File: src/rtl/conv_stream_controller.sv
// Sequences one convolutional layer: steps the layer once per accepted pixel, detects
// pixels that complete a stride-aligned window and parks the layer result in a one-deep output slot.
module conv_stream_controller #(
  parameter int IMAGE_SIZE  = 28,
  parameter int FILTER_SIZE = 5,
  parameter int STRIDE      = 1,
  parameter int Q_BUS_WIDTH = 64
) (
  input  logic                   clk,
  input  logic                   rst_n,
  input  logic                   start,
  input  logic                   s_valid,
  output logic                   s_ready,
  output logic                   layer_clk_en,
  input  logic [Q_BUS_WIDTH-1:0] layer_data,
  output logic                   m_valid,
  input  logic                   m_ready,
  output logic [Q_BUS_WIDTH-1:0] m_data,
  output logic                   m_last,
  output logic                   busy,
  output logic                   frame_done,
  output logic [1:0]             dbg_state
);

  localparam int CW   = (IMAGE_SIZE > 1) ? $clog2(IMAGE_SIZE) : 1;
  localparam int PW   = (STRIDE > 1) ? $clog2(STRIDE) : 1;
  localparam int WPD  = (IMAGE_SIZE - FILTER_SIZE) / STRIDE + 1;
  localparam int NWIN = WPD * WPD;
  localparam int NW   = $clog2(NWIN + 1);

  localparam logic [CW-1:0] LAST_IDX  = CW'(IMAGE_SIZE - 1);
  localparam logic [CW-1:0] WIN_START = CW'(FILTER_SIZE - 1);
  localparam logic [PW-1:0] PH_LAST   = PW'(STRIDE - 1);
  localparam logic [NW-1:0] LAST_WIN  = NW'(NWIN - 1);

  typedef enum logic [1:0] {
    IDLE  = 2'd0,
    RUN   = 2'd1,
    DRAIN = 2'd2
  } state_t;

  state_t                 state_q;
  logic [CW-1:0]          col_q, row_q;
  logic [PW-1:0]          col_ph_q, row_ph_q;
  logic [NW-1:0]          win_cnt_q;
  logic                   pend_q;
  logic                   m_valid_q;
  logic                   m_last_q;
  logic                   frame_done_q;
  logic [Q_BUS_WIDTH-1:0] m_data_q;

  logic accept;
  logic col_wrap;
  logic last_pixel;
  logic win_hit;
  logic capture;
  logic m_hs;
  logic pend_d;
  logic m_valid_d;

  // Valid/ready: a transfer happens on any rising edge where valid and ready are both high;
  // the producer holds data stable while valid is high and not yet accepted.
  assign s_ready      = (state_q == RUN) && !(pend_q && m_valid_q && !m_ready);
  assign accept       = s_valid && s_ready;
  assign layer_clk_en = accept;

  // Phase counters hold (pos - FILTER_SIZE + 1) mod STRIDE once pos reaches the window start.
  assign col_wrap   = (col_q == LAST_IDX);
  assign last_pixel = col_wrap && (row_q == LAST_IDX);
  assign win_hit    = (row_q >= WIN_START) && (col_q >= WIN_START) &&
                      (row_ph_q == '0) && (col_ph_q == '0);

  assign capture   = pend_q && (!m_valid_q || m_ready);
  assign m_hs      = m_valid_q && m_ready;
  assign pend_d    = (accept && win_hit) || (pend_q && !capture);
  assign m_valid_d = capture || (m_valid_q && !m_ready);

  always_ff @(posedge clk or negedge rst_n) begin
    if (!rst_n) begin
      state_q      <= IDLE;
      col_q        <= '0;
      row_q        <= '0;
      col_ph_q     <= '0;
      row_ph_q     <= '0;
      win_cnt_q    <= '0;
      pend_q       <= 1'b0;
      m_valid_q    <= 1'b0;
      m_last_q     <= 1'b0;
      m_data_q     <= '0;
      frame_done_q <= 1'b0;
    end else begin
      frame_done_q <= 1'b0;
      pend_q       <= pend_d;
      m_valid_q    <= m_valid_d;

      if (capture) begin
        m_data_q  <= layer_data;
        m_last_q  <= (win_cnt_q == LAST_WIN);
        win_cnt_q <= win_cnt_q + 1'b1;
      end else if (m_hs) begin
        m_last_q <= 1'b0;
      end

      if (accept) begin
        if (col_wrap) begin
          col_q    <= '0;
          col_ph_q <= '0;
          row_q    <= (row_q == LAST_IDX) ? '0 : row_q + 1'b1;
          row_ph_q <= (row_q < WIN_START || row_ph_q == PH_LAST) ? '0 : row_ph_q + 1'b1;
        end else begin
          col_q    <= col_q + 1'b1;
          col_ph_q <= (col_q < WIN_START || col_ph_q == PH_LAST) ? '0 : col_ph_q + 1'b1;
        end
      end

      case (state_q)
        IDLE: begin
          if (start) begin
            state_q   <= RUN;
            col_q     <= '0;
            row_q     <= '0;
            col_ph_q  <= '0;
            row_ph_q  <= '0;
            win_cnt_q <= '0;
          end
        end
        RUN: begin
          if (accept && last_pixel) state_q <= DRAIN;
        end
        DRAIN: begin
          // Leave on the edge that empties both slots so busy falls with frame_done.
          if (!pend_d && !m_valid_d) begin
            state_q      <= IDLE;
            frame_done_q <= 1'b1;
          end
        end
        default: state_q <= IDLE;
      endcase
    end
  end

  assign m_valid    = m_valid_q;
  assign m_data     = m_data_q;
  assign m_last     = m_last_q;
  assign busy       = (state_q != IDLE);
  assign frame_done = frame_done_q;
  assign dbg_state  = state_q;

endmodule

File: config.mk
export PLATFORM = sky130hd
export DESIGN_NAME = conv_stream_controller
export DESIGN_NICKNAME = d
export VERILOG_FILES = /design/src/rtl/conv_stream_controller.sv
export SDC_FILE = /design/constraint.sdc
export NUM_CORES = 1
export LEC_CHECK = 0
export BUFFER_PORTS_ARGS = -buffer_cell sky130_fd_sc_hd__buf_4
export CAP_MARGIN = 30
export CORE_MARGIN = 8
export CORE_UTILIZATION = 45
export CTS_CLUSTER_DIAMETER = 200
export DETAILED_ROUTE_END_ITERATION = 7
export GPL_TIMING_DRIVEN = 0
export PLACE_DENSITY = 0.74
export SYNTH_ARGS = -nofsm -noshare
export SYNTH_HDL_FRONTEND = slang
export SYNTH_SLANG_ARGS = --single-unit
File: constraint.sdc
create_clock -name clk -period 2.1 [get_ports clk]
set_input_delay 0 -clock clk [delete_from_list [all_inputs] [get_ports clk]]
set_output_delay 0 -clock clk [all_outputs]
set_load 0.02 [all_outputs]
==> results <==
- The flow ran to the end, and the final reports show no timing, DRC or antenna violations.
- The most common cell after layout, fill and taps aside is sky130_fd_sc_hd__buf_4.
- For the worst setup path, the data arrival time is 2180 ps.
- The final layout net count is between 500 and 600.
- The layout cell share with drive strength beyond 1 is between 40% and 50%.
- After routing, the total negative slack on setup checks comes to 0 ps.
- The congestion estimate from routability-driven global placement came to 0.775.
- The first global-routing pass estimated 17.3 mm of wire.
- Setup violations remaining at the end of the flow were counted as 0.
- Clock-pin slew was measured on the worst setup and hold paths at 90 ps.
- For this design the static power due to leakage is roughly 3.1 nW.
- The kind of start point of the critical path is a register.
- The HPWL after detailed placement is about 7.3 mm.
- The via density per instance is approximately 5.0.
- The clock passes through at most 2 buffers.
- The worst-case IR drop observed on VDD is roughly 550 uV.
- The achievable frequency is 527 MHz.
- The count of buffers inserted at the top-level ports is 140.
- The number of placed I/O pins is about 140.
- Max-cap violations in this run came to 0.
- The fraction of registers with async set or reset after synthesis is between 90% and 100%.
- The worst path in the final design needs a cycle of 1900 ps, including I/O delays and setup.
- Counting flops with a built-in enable in the synthesized netlist gives 0.
- The final antenna diode count is 0.
- The cell taking the most area after synthesis is sky130_fd_sc_hd__dfrtp_1.
- The total global routing overflow is 0.
- The maximum number of pins on one net before global-route repair is 54.
- For this configuration, the core starts out at a cell density of 46.6%.
- The total of warnings raised by yosys is 0.
- The die covers ~12000 um^2.
- The clock root buffer master is sky130_fd_sc_hd__clkbuf_8.
- The worst relative slew slack is approximately 65%.
- The worst path uses 90.4% of the clock period.
- STA puts the critical path data required time at roughly 2400 ps.
- The layout overhead on the synthesized area is 55.0%.
- The number of antenna violations at the first check in global routing is 0.
- In the layout the commonest cells are 140 x sky130_fd_sc_hd__buf_4, 92 x sky130_fd_sc_hd__dfrtp_1, 66 x sky130_fd_sc_hd__dlygate4sd3_1.
- The critical path in this run is classified as reg -> reg.
- met2 is the most crowded layer.
- The standard-cell row count is 33.
- The number of hold violations in the final report is 0.
- Setup repair after global routing left no endpoint under its margin.
- The mean area per synthesized cell is around 14 um^2.
- The total nets after synthesis is approximately 360.
- Clock latency on the worst-skew pair, taken at its later pin, is about 340 ps.
- In the global route stage, met1 resource usage came out at between 10% and 20%.
- Once detail routing completed, the nets flagged for antenna violations numbered 0.
- The layout has between 500 and 600 filler cells.
- The combined global-route utilization of all metal layers is a little under a fifth.
- The vertical die dimension is roughly 110 um.
- The post-route DRC violation count is 0.
- The H-tree generated during clock tree synthesis spans 3 levels.
- The clock tree from TritonCTS is yes.
- The most common flop cell mapped by yosys is sky130_fd_sc_hd__dfrtp_1.
- In the post-route analysis, the smallest setup slack over all paths is ~200 ps.
- The via count of the first global-routing pass is about 3500.
- After synthesis, flip-flops and latches occupy between 60% and 70% of the total area.
- The first detailed-routing pass ran for 4 iterations.
- For met3 alone, demand over resource in global routing was between 5 and 6%.
- The tree built by TritonCTS fans out to 92 sinks.
- The number of DRC markers after the initial detailed-route iteration is about 130.
- The final count of pins violating max slew is 0.
- The total wire length after detailed routing is between 10 and 15 mm.
- The total via count in the routed design is between 3000 and 4000.
- The floorplan step defined a core boundary enclosing 8220 um^2.
- The worst slack at placement is 220 ps.
- The largest fanout on the critical path is 10.
- The TritonCTS buffer count is 9.
- The mapped cell area is roughly 3800 um^2.
- The netlist uses 43 different library cells.
- The kind of capture point of the worst setup path is a register.
- The final clock skew is roughly 9.5 ps.
- The total setup buffers inserted after CTS is 0.
- The number of storage elements in the synthesis netlist is ~90.
- Global routing used 33.8% of the available met2 tracks.
- The width of the chip is 108 um.
- The area fraction of the dominant cell type after synthesis is between 60 and 70%.
- The type of the tightest min-delay check is in -> reg.
- In the final routed layout, each cell accounts on average for around 18 um.
- Counting every instance in the synthesized netlist gives about 280.
- By area the synthesized netlist is led by sky130_fd_sc_hd__dfrtp_1 60%, sky130_fd_sc_hd__mux2_2 19%, sky130_fd_sc_hd__a21oi_1 1.7%.
- The actual transition at the worst max-transition pin is between 500 and 600 ps.
- In this run the power density over the cells is between 600 and 700 nW/um^2.
## power breakdown
part	total, mW	internal (mW)	switching, mW
Clock	1.35	0.716	0.636
Combinational	0.394	0.244	0.150
Sequential	1.89	1.82	0.0669
## layer usage
| layer | part of all wire (%) | up-vias |
|---|---|---|
| met2 | 54 | 89 |
| met5 | 0 | - |
| met4 | 3.9 | 0 |
| li1 | - | 1436 |
| met3 | 6.1 | 24 |
| met1 | 35 | 1530 |
## cells in the mapped netlist, types with 2 or more instances
cell	instances
sky130_fd_sc_hd__a21oi_1	13
sky130_fd_sc_hd__and2_1	3
sky130_fd_sc_hd__and3_1	2
sky130_fd_sc_hd__buf_2	7
sky130_fd_sc_hd__buf_6	5
sky130_fd_sc_hd__dfrtp_1	92
sky130_fd_sc_hd__ha_1	5
sky130_fd_sc_hd__inv_1	9
sky130_fd_sc_hd__mux2_2	64
sky130_fd_sc_hd__nand2_1	13
sky130_fd_sc_hd__nand2b_1	4
sky130_fd_sc_hd__nand3_1	7
sky130_fd_sc_hd__nand4_1	4
sky130_fd_sc_hd__nor2_1	12
sky130_fd_sc_hd__nor3_1	2
sky130_fd_sc_hd__o21ai_0	8
sky130_fd_sc_hd__or3_1	4
sky130_fd_sc_hd__or4b_1	2
sky130_fd_sc_hd__xnor2_1	2
sky130_fd_sc_hd__xor2_1	2
## worst max-delay path, stage by stage, from the launching register on
cell	delay (ps)
sky130_fd_sc_hd__dfrtp_1	430
sky130_fd_sc_hd__ha_1	230
sky130_fd_sc_hd__and4b_1	220
sky130_fd_sc_hd__buf_6	130
sky130_fd_sc_hd__nand3_4	80
sky130_fd_sc_hd__buf_6	140
sky130_fd_sc_hd__or4b_1	460
sky130_fd_sc_hd__a21oi_1	140
## metrics by stage
step / power, mW / utilization [%] / cell area [um^2] / instances / hold WS (ps)
finish: 3.63 / 72.1 / 5930 / 611 / 81.9
global route: 3.78 / 72.1 / 5930 / 611 / 79.9
CTS: 3.67 / 72.1 / 5930 / 611 / 65.4
detailed placement: 2.21 / 61.3 / 5030 / 529 / 19.7
global placement: 2.18 / 60.9 / 5010 / 528 / 233
floorplan: 2.03 / - / 3820 / 283 / -296
## what timing repair did
item | 4_1_cts | 5_1_grt
endpoints found under the hold margin | 104 | 0
hold buffers | 66 | 0
resized for setup | 0 | 0
## registers in the layout, summed over array words and instances (netlist names), 2 cells and up
signal and cells:
m_data 64, win_cnt_q 10, col_q 5, row_q 5
dbg_state 2
## area by class of cell
type | count | area, um^2 | share of cell area, %
Inverter | 9 | 33.8 | 0.570
Clock inverter | 6 | 95.1 | 1.60
Sequential cell | 92 | 2300 | 38.8
Multi-Input combinational cell | 170 | 1400 | 23.6
Clock buffer | 10 | 138 | 2.32
Timing Repair Buffer | 207 | 1740 | 29.3
Tap cell | 105 | 131 | 2.22
Buffer | 12 | 91.3 | 1.54
## cells by family (layout without fill, tap and decap cells)
family / count (synthesis) / count (layout) / share of synthesized area (%)
flops: 92 / 92 / 60.2
mux: 65 / 65 / 19.1
simple gates: 65 / 65 / 10.1
compound gates: 31 / 31 / 4.81
buf+inv: 21 / 244 / 3.27
fa+ha+maj: 5 / 5 / 1.64
xor+xnor: 4 / 4 / 0.916
## path summary, 6_finish.rpt
kind | from | endpoint | slack (ps) | depth (start not counted)
max reg2reg | col_q[0]$_DFF_PN0_ | row_q[2]$_DFF_PN0_ | 200 | 7
min reg2reg | m_data[30]$_DFFE_PN0P_ | m_data[30]$_DFFE_PN0P_ | 510 | 1
max in group asynchronous | rst_n | m_data[37]$_DFFE_PN0P_ | 1280 | 3
max | col_q[0]$_DFF_PN0_ | row_q[2]$_DFF_PN0_ | 200 | 7
min | start | win_cnt_q[8]$_DFF_PN0_ | 80 | 4
min in group asynchronous | rst_n | dbg_state[0]$_DFFE_PN0P_ | 180 | 2
No activity file was read; power rests on OpenSTA's default activity.
